[config.mk]
export PLATFORM = sky130hd
export DESIGN_NAME = ex_operand_stage
export DESIGN_NICKNAME = d
export VERILOG_FILES = /design/src/rtl/ex_operand_stage_pkg.sv /design/src/rtl/ex_operand_stage_fwd_mux.sv /design/src/rtl/ex_operand_stage.sv
export SDC_FILE = /design/constraint.sdc
export NUM_CORES = 1
export LEC_CHECK = 0
export CORE_MARGIN = 2
export CORE_UTILIZATION = 44
export CTS_CLUSTER_SIZE = 25
export DETAILED_ROUTE_END_ITERATION = 12
export PLACE_DENSITY = 0.87
export SLEW_MARGIN = 5
export SYNTH_ARGS = -nofsm -noshare
export SYNTH_HDL_FRONTEND = slang
export SYNTH_SLANG_ARGS = --single-unit
[constraint.sdc]
create_clock -name clk -period 4.6 [get_ports clk]
set_input_delay 0.92 -clock clk [delete_from_list [all_inputs] [get_ports clk]]
set_output_delay 0.92 -clock clk [all_outputs]
set_load 0.02 [all_outputs]
[src/rtl/ex_operand_stage_pkg.sv]
// Shared definitions for the EX operand stage of the 16-bit core:
// datapath widths, ALU opcode encoding and flag bit positions.
package ex_operand_stage_pkg;

  localparam int DSIZE = 16;
  localparam int AW    = 3;

  // ALU opcodes as decoded in ID and consumed by the ALU.
  typedef enum logic [2:0] {
    ALU_ADD = 3'b000,
    ALU_SUB = 3'b001,
    ALU_AND = 3'b010,
    ALU_OR  = 3'b011,
    ALU_SLL = 3'b100,
    ALU_SRL = 3'b101,
    ALU_SRA = 3'b110,
    ALU_RL  = 3'b111
  } alu_op_e;

  // Bit positions inside the {Z,V,N} flag vector.
  localparam int FLAG_Z = 2;
  localparam int FLAG_V = 1;
  localparam int FLAG_N = 0;

endpackage

[src/rtl/ex_operand_stage_fwd_mux.sv]
// Operand bypass selector for one source register. The youngest
// producer (EX/MEM) wins over MEM/WB, and r0 always reads as zero
// no matter what a forward port claims to have written to it.
module ex_operand_stage_fwd_mux #(
  parameter int DSIZE = 16,
  parameter int AW    = 3
) (
  input  logic [AW-1:0]    src_addr,
  input  logic [DSIZE-1:0] reg_data,
  input  logic             mem_wr_en,
  input  logic [AW-1:0]    mem_rd_addr,
  input  logic [DSIZE-1:0] mem_result,
  input  logic             wb_wr_en,
  input  logic [AW-1:0]    wb_rd_addr,
  input  logic [DSIZE-1:0] wb_result,
  output logic [DSIZE-1:0] fwd_data
);

  // Pick the most recent in-flight value for this source, else the RF read.
  always_comb begin
    fwd_data = reg_data;
    if (src_addr == '0) begin
      fwd_data = '0;
    end else if (mem_wr_en && (mem_rd_addr == src_addr)) begin
      fwd_data = mem_result;
    end else if (wb_wr_en && (wb_rd_addr == src_addr)) begin
      fwd_data = wb_result;
    end
  end

endmodule

[src/rtl/ex_operand_stage.sv]
// ID/EX pipeline register with RAW hazard handling. Holds the decoded
// instruction for one cycle in front of the ALU, bypasses results from
// EX/MEM and MEM/WB, stalls ID/IF on a load-use and owns the Z/V/N flags.
module ex_operand_stage #(
  parameter int DSIZE = ex_operand_stage_pkg::DSIZE,
  parameter int AW    = ex_operand_stage_pkg::AW
) (
  input  logic             clk,
  input  logic             rst,
  input  logic             id_valid,
  input  logic [2:0]       id_op,
  input  logic [3:0]       id_shamt,
  input  logic [DSIZE-1:0] id_ext_imm,
  input  logic             id_bsel_imm,
  input  logic [AW-1:0]    id_rs1_addr,
  input  logic [AW-1:0]    id_rs2_addr,
  input  logic             id_rs1_used,
  input  logic             id_rs2_used,
  input  logic [DSIZE-1:0] id_rs1_data,
  input  logic [DSIZE-1:0] id_rs2_data,
  input  logic             id_wr_en,
  input  logic [AW-1:0]    id_rd_addr,
  input  logic             id_is_load,
  input  logic             id_set_flags,
  input  logic             flush,
  input  logic             mem_wr_en,
  input  logic [AW-1:0]    mem_rd_addr,
  input  logic [DSIZE-1:0] mem_result,
  input  logic             wb_wr_en,
  input  logic [AW-1:0]    wb_rd_addr,
  input  logic [DSIZE-1:0] wb_result,
  input  logic [2:0]       alu_flag,
  output logic             stall,
  output logic [DSIZE-1:0] alu_a,
  output logic [DSIZE-1:0] alu_b,
  output logic [2:0]       alu_op,
  output logic [3:0]       alu_imm,
  output logic             ex_valid,
  output logic             ex_wr_en,
  output logic             ex_is_load,
  output logic [AW-1:0]    ex_rd_addr,
  output logic [DSIZE-1:0] ex_store_data,
  output logic [2:0]       flags_q
);

  import ex_operand_stage_pkg::*;

  logic             ex_set_flags;
  logic             ex_bsel_imm;
  logic [DSIZE-1:0] ex_ext_imm;
  logic [AW-1:0]    ex_rs1_addr;
  logic [AW-1:0]    ex_rs2_addr;
  logic [DSIZE-1:0] ex_rs1_data;
  logic [DSIZE-1:0] ex_rs2_data;
  logic [DSIZE-1:0] fwd_rs1;
  logic [DSIZE-1:0] fwd_rs2;
  logic             hz;
  logic             rs1_hit;
  logic             rs2_hit;
  logic             insert_bubble;

  // A load in EX cannot be bypassed to ID in time; detect a reader of its rd.
  always_comb begin
    rs1_hit = id_rs1_used && (id_rs1_addr == ex_rd_addr);
    rs2_hit = id_rs2_used && (id_rs2_addr == ex_rd_addr);
    hz      = ex_valid && ex_is_load && (ex_rd_addr != '0) && (rs1_hit || rs2_hit);
    // A taken branch kills ID anyway, so a flush never needs a stall.
    stall   = hz && id_valid && !flush;
    insert_bubble = flush || stall;
  end

  // ID/EX register: reset, then bubble on flush/stall, else capture ID.
  always_ff @(posedge clk) begin
    if (rst) begin
      ex_valid     <= 1'b0;
      ex_wr_en     <= 1'b0;
      ex_is_load   <= 1'b0;
      ex_set_flags <= 1'b0;
      alu_op       <= ALU_ADD;
      alu_imm      <= '0;
      ex_bsel_imm  <= 1'b0;
      ex_ext_imm   <= '0;
      ex_rs1_addr  <= '0;
      ex_rs2_addr  <= '0;
      ex_rs1_data  <= '0;
      ex_rs2_data  <= '0;
      ex_rd_addr   <= '0;
    end else if (insert_bubble) begin
      ex_valid     <= 1'b0;
      ex_wr_en     <= 1'b0;
      ex_is_load   <= 1'b0;
      ex_set_flags <= 1'b0;
      alu_op       <= ALU_ADD;
      alu_imm      <= '0;
      ex_bsel_imm  <= 1'b0;
      ex_ext_imm   <= '0;
      ex_rs1_addr  <= '0;
      ex_rs2_addr  <= '0;
      ex_rs1_data  <= '0;
      ex_rs2_data  <= '0;
      ex_rd_addr   <= '0;
    end else begin
      ex_valid     <= id_valid;
      ex_wr_en     <= id_wr_en && id_valid;
      ex_is_load   <= id_is_load && id_valid;
      ex_set_flags <= id_set_flags && id_valid;
      alu_op       <= id_op;
      alu_imm      <= id_shamt;
      ex_bsel_imm  <= id_bsel_imm;
      ex_ext_imm   <= id_ext_imm;
      ex_rs1_addr  <= id_rs1_addr;
      ex_rs2_addr  <= id_rs2_addr;
      ex_rs1_data  <= id_rs1_data;
      ex_rs2_data  <= id_rs2_data;
      ex_rd_addr   <= id_rd_addr;
    end
  end

  // Capture the ALU flags of a real flag-setting instruction sitting in EX.
  always_ff @(posedge clk) begin
    if (rst) begin
      flags_q <= '0;
    end else if (ex_valid && ex_set_flags) begin
      flags_q[FLAG_Z] <= alu_flag[FLAG_Z];
      flags_q[FLAG_V] <= alu_flag[FLAG_V];
      flags_q[FLAG_N] <= alu_flag[FLAG_N];
    end
  end

  ex_operand_stage_fwd_mux #(
    .DSIZE (DSIZE),
    .AW    (AW)
  ) u_fwd_rs1 (
    .src_addr    (ex_rs1_addr),
    .reg_data    (ex_rs1_data),
    .mem_wr_en   (mem_wr_en),
    .mem_rd_addr (mem_rd_addr),
    .mem_result  (mem_result),
    .wb_wr_en    (wb_wr_en),
    .wb_rd_addr  (wb_rd_addr),
    .wb_result   (wb_result),
    .fwd_data    (fwd_rs1)
  );

  ex_operand_stage_fwd_mux #(
    .DSIZE (DSIZE),
    .AW    (AW)
  ) u_fwd_rs2 (
    .src_addr    (ex_rs2_addr),
    .reg_data    (ex_rs2_data),
    .mem_wr_en   (mem_wr_en),
    .mem_rd_addr (mem_rd_addr),
    .mem_result  (mem_result),
    .wb_wr_en    (wb_wr_en),
    .wb_rd_addr  (wb_rd_addr),
    .wb_result   (wb_result),
    .fwd_data    (fwd_rs2)
  );

  // Stores always need the real rs2 value even when B takes the immediate.
  always_comb begin
    alu_a         = fwd_rs1;
    ex_store_data = fwd_rs2;
    alu_b         = ex_bsel_imm ? ex_ext_imm : fwd_rs2;
  end

endmodule

Yosys cells after proc, flatten, opt, wreduce, memory -nomap -nowiden

Index checks and enable logic that the tools add are counted.

Logic and storage cells: 49
Flip-flop bits (word level): 72

Reductions and logical operators: 22
Mux-type cells: 7
Equality and inequality tests: 6

Operators with widths:

| cell                | count |
|---|---|
| 2-to-1 mux 16 bit   | 7 |
| equality test 3 bit | 6 |
| logical AND 1 bit   | 15 |
| logical NOT 3 bit   | 2 |
| nonzero test 3 bit  | 1 |
| logical OR 1 bit    | 2 |
| OR reduction 2 bit  | 1 |
| logical NOT 1 bit   | 1 |

Logic depth before layout (Yosys ltp)

Depth after elaboration: 8
Gate-level depth with buffers: 6
Mapped depth without buffers: 4

Hierarchy

From an unflattened synthesis, not the netlist that was laid out.

Cell total of the unflattened synthesis: 397
Area, all modules: 3,378.2 sq um

By module, submodules not included:

| module                   | cells each | area an instance (sq um) | seq. area each (sq um) | instances |
|---|---|---|---|---|
| ex_operand_stage         | 273        | 2,512.4                  | 1,441.4                | 1 |
| ex_operand_stage_fwd_mux | 62         | 432.9                    | 0.0                    | 2 |

Worst setup path after synthesis

Ideal clock, no wire load.

Path type: input port to output port
From: input wb_wr_en
To: output alu_a[10]
Stages: 5
Setup slack: 1.144 ns
Arrival time: 2.536 ns
Cell sequence: clkbuf_1 > nand4_1 > buf_2 > mux2i_1 > a211oi_1

Word-level cells in the longest chain between the ends: 4

RTL lines:

| element           | line                           | source |
|---|---|---|
| start, declared   | ex_operand_stage.sv:29         | `input logic wb_wr_en,` |
| logical AND 1 bit | ex_operand_stage_fwd_mux.sv:26 | `end else if (wb_wr_en && (wb_rd_addr == src_addr)) begin` |
| 2-to-1 mux 16 bit | ex_operand_stage_fwd_mux.sv:26 |  |
| 2-to-1 mux 16 bit | ex_operand_stage_fwd_mux.sv:24 | `end else if (mem_wr_en && (mem_rd_addr == src_addr)) begin` |
| 2-to-1 mux 16 bit | ex_operand_stage_fwd_mux.sv:22 | `if (src_addr == '0) begin` |
| end, declared     | ex_operand_stage.sv:34         | `output logic [DSIZE-1:0] alu_a,` |

No other way between the ends.

Worst setup path after layout

From: input wb_rd_addr[0]
To: output alu_b[0]

Word-level cells in the longest chain between the ends: 6

RTL lines:

| element             | line                           | source |
|---|---|---|
| start, declared     | ex_operand_stage.sv:30         | `input logic [AW-1:0] wb_rd_addr,` |
| equality test 3 bit | ex_operand_stage_fwd_mux.sv:26 |  |
| logical AND 1 bit   | ex_operand_stage_fwd_mux.sv:26 |  |
| 2-to-1 mux 16 bit   | ex_operand_stage_fwd_mux.sv:26 |  |
| 2-to-1 mux 16 bit   | ex_operand_stage_fwd_mux.sv:24 |  |
| 2-to-1 mux 16 bit   | ex_operand_stage_fwd_mux.sv:22 |  |
| 2-to-1 mux 16 bit   | ex_operand_stage.sv:164        | `alu_b = ex_bsel_imm ? ex_ext_imm : fwd_rs2;` |
| end, declared       | ex_operand_stage.sv:35         | `output logic [DSIZE-1:0] alu_b,` |

No other way between the ends.

==> parameters.txt <==
Parameter                              Value

Layout
  Count of inserted antenna diode cells    0
  Layout Area Growth over Synthesis    56.4%
  Post-route cell area    ~0.0057 sq mm
  Share of post-route cells with drive strength above 1    6.44%
  Count of fill cells added during filler insertion    638
  Final net count    between 700 and 800
  Commonest cells after routing, fill and taps aside    181 x clkdlybuf4s50_1, 91 x a211oi_1, 72 x dfxtp_1
  Leading cell type in the layout, fill and taps excluded    clkdlybuf4s50_1

Pwr
  Psw    between 0.0004 and 0.0005 W
  Internal Pwr Total    around 0.0011 W
  VDD IR-drop max    between 0.00015 and 0.0002 V
  Proportion of power drawn by the clock network    ~33%
  Comb power frac    between 20% and 30%
  Switching power as a share of total power    28.4%
  Overall Power    about 0.0015 W
  Flop pwr share    a little over two fifths
  Leakage power    ~2.3 nW
  Pwr/cell area    between 200 and 300 mW/mm^2

Timing
  PnR worst setup slack    0.282 ns
  Setup repair after global routing missed its margin    no
  Final-report hold violation count    0
  Setup TNS    0 ns
  Setup-failing EPs final    0
  Number of slew-limit violations in the final report    0
  Final period demand of the worst path    approximately 4.3 ns
  Max Clock Freq    232 MHz
  Final clock period utilization by the worst path    93.9%
  Worst clock skew    ~0.0086 ns
  Slew at the pin with the worst max-slew slack    between 1 and 1.5 ns
  Max-slew headroom at the worst pin    28.2%

Synthesis
  Area share of xor/xnor cells in the synthesized design    about 4.3%
  Yosys synthesis warning count    0
  Share of synthesized cell area in full adder, half adder and majority cells    0%
  Mux cell area share after synthesis    4.36%
  Sequential element share of the synthesized area    around two fifths
  Number of distinct standard cells referenced by the synthesized netlist    24
  Synth Area in Compound Gates    27.9%
  Share of the synthesized area in the top cell type    around 40%
  Number of register bits inferred by synthesis    72
  Simple-Gate Fraction of Synth Area    about 13%
  Largest family of logic cells by synthesized area    compound AO/OA/AOI/OAI gates
  Synthesized instance count    roughly 450
  Synth area leaders    dfxtp_1 39%, a211oi_1 19%, inv_1 6.7%, mux2i_1 4.4%, nand2_1 4.1%
  Cell type contributing the most total cell area after synthesis    dfxtp_1
  Post-Synthesis Mean Instance Area    between 8 and 9 sq um
  Syn Std Cell Area    0.00367 sq mm
  Post-Synthesis Net Count    about 570

Floorplanning
  Die ar.    roughly 0.0091 sq mm
  Starting density of the core    between 40% and 50%
  Chip width    95.3 um
  I/O pin total    about 180
  Die Y    ~95 um
  Core Area    0.00813 sq mm
  Site Rows    33

Clock network
  Clock slew at the register clock pins of the worst setup and hold paths    roughly 0.08 ns
  Source-to-sink clock delay at the later pin of the worst-skew pair    roughly 0.34 ns
  Setup bufs post-CTS    0
  Number of gates given a new drive strength after cts    0
  CTS H-Tree Depth    3
  TritonCTS buffer count    9
  Maximum clock path buffer count    2
  Post-cts hold buffer count    0
  TritonCTS clock tree    yes
  Count of clock tree sinks    a little over 70
  CTS root buf    clkbuf_8

Critical path
  Capturing element type of the critical path    output pin
  Endpoint required time on the critical path    between 3 and 4 ns
  CP startpoint kind    input pin
  Maximum fanout count along the critical path    16
  Crit Path Category    in2out
  Worst endpoint data arrival time    roughly 3.4 ns

Placed design
  Minimum setup slack after placement    approximately 0.28 ns
  Final weighted congestion in routability-driven placement    between 0.8 and 0.9
  Estimated wirelength of the detail-placed design    roughly 9.4 mm
  Count of input and output buffers    about 180
  Post-DP Area    0.00555 sq mm

Drt
  DRC violation count after routing    0
  Routed vias/inst    5.52
  Number of DRC markers after the initial detailed-route iteration    about 160
  1st-pass router iterations    4
  Routed wirelength normalized by instance count    17.1 um
  Routed Wire Length    about 12 mm
  Post-DRT Antenna Nets    0
  Vias    between 4000 and 5000

Worst hold path
  Class of the most critical hold timing path    reg2reg

Flow run
  Number of max-cap violations    0

GRT
  Global-route wire length before repair    between 15 and 20 mm
  Via count of the first global-routing pass    3842
  Antenna violations before repair    0
  Global-route usage over all layers    a little over a quarter
  Residual overflow from global routing    0
  Pin count of the biggest net entering global routing    70

Run status
  Outcome    finished, final reports clean
==> final timing paths <==
path                 start              to  slack (ns)  cells after the start
max          wb_rd_addr[0]        alu_b[0]        0.28                      7
min             flags_q[2]      flags_q[2]        0.47                      2
max reg2reg  ex_rd_addr[0]  ex_ext_imm[10]        2.71                      5
min reg2reg     flags_q[2]      flags_q[2]        0.47                      2
==> metal layers <==
metal	track usage, %	routed length (um)	vias to the layer above
li1	-	-	1930
met1	29.6	4780	1833
met2	45.7	5980	193
met3	6.40	1010	50
met4	16.8	622	0
met5	0	0	-
==> cell usage after synthesis <==
library cell and count:
a211oi_1 91, a211oi_2 10, a21oi_1 3, and3b_1 1, and4_1 1, buf_2 3, buf_6 1, clkbuf_1 37
dfxtp_1 72, inv_1 66, mux2i_1 16, nand2_1 40, nand3_1 4, nand4_1 5, nor2_1 33, nor3_1 2
nor4_1 16, o21ai_0 16, o31ai_1 16, or2_2 1, or3_1 1, or4b_1 1, xnor2_1 15, xor2_1 3
==> power groups by stage <==
stage / registers, W / logic [W] / clock network (W)
after CTS: 0.000662 / 0.000359 / 0.000500
after floorplan: 0.000675 / 0.000161 / 0
after global routing: 0.000664 / 0.000385 / 0.000530
after detailed placement: 0.000676 / 0.000357 / 0
after global placement: 0.000675 / 0.000351 / 0
final: 0.000662 / 0.000360 / 0.000492
==> critical path, stage by stage <==
cell,delay [ns]
clkdlybuf4s50_1,0.46
xor2_1,0.18
or4b_1,0.52
buf_4,0.23
a211oi_1,0.34
o31ai_1,0.15
clkdlybuf4s50_1,0.59
==> per-stage QoR <==
stage / hold slack [ns] / std cells / util, %
global route: 0.492 / 726 / 70.6
CTS: 0.471 / 726 / 70.6
finish: 0.467 / 726 / 70.6
global placement: 0.445 / 710 / 68.2
detailed placement: 0.459 / 710 / 68.2
floorplan: 0.477 / 454 / -
==> state kept, by name, summed over array words and instances, names as in the netlist <==
register      flops
ex_rs2_addr       3
ex_ext_imm       16
ex_rs1_data      16
ex_valid          1
ex_rs2_data      16
ex_rs1_addr       3
ex_set_flags      1
ex_rd_addr        3
alu_imm           4
alu_op            3
ex_is_load        1
ex_wr_en          1
ex_bsel_imm       1
flags_q           3
==> area by class of cell <==
cell class	instances	area (sq um)	area share, %
clock inverters	6	68.8	1.20
repair buffers	192	1890	33.0
multi-input cells	275	1830	31.9
clock buffers	10	128	2.22
flip-flops and latches	72	1440	25.1
well taps	105	131	2.29
inverters	66	248	4.31
==> kinds of logic (layout without fill, tap and decap cells) <==
| kind of cell | Yosys count | after routing |
|---|---|---|
| simple gates | 105 | 105 |
| buf+inv | 107 | 274 |
| flops | 72 | 72 |
| xor+xnor | 18 | 18 |
| compound gates | 136 | 136 |
| mux | 16 | 16 |
(Power assumes the default switching activity.)
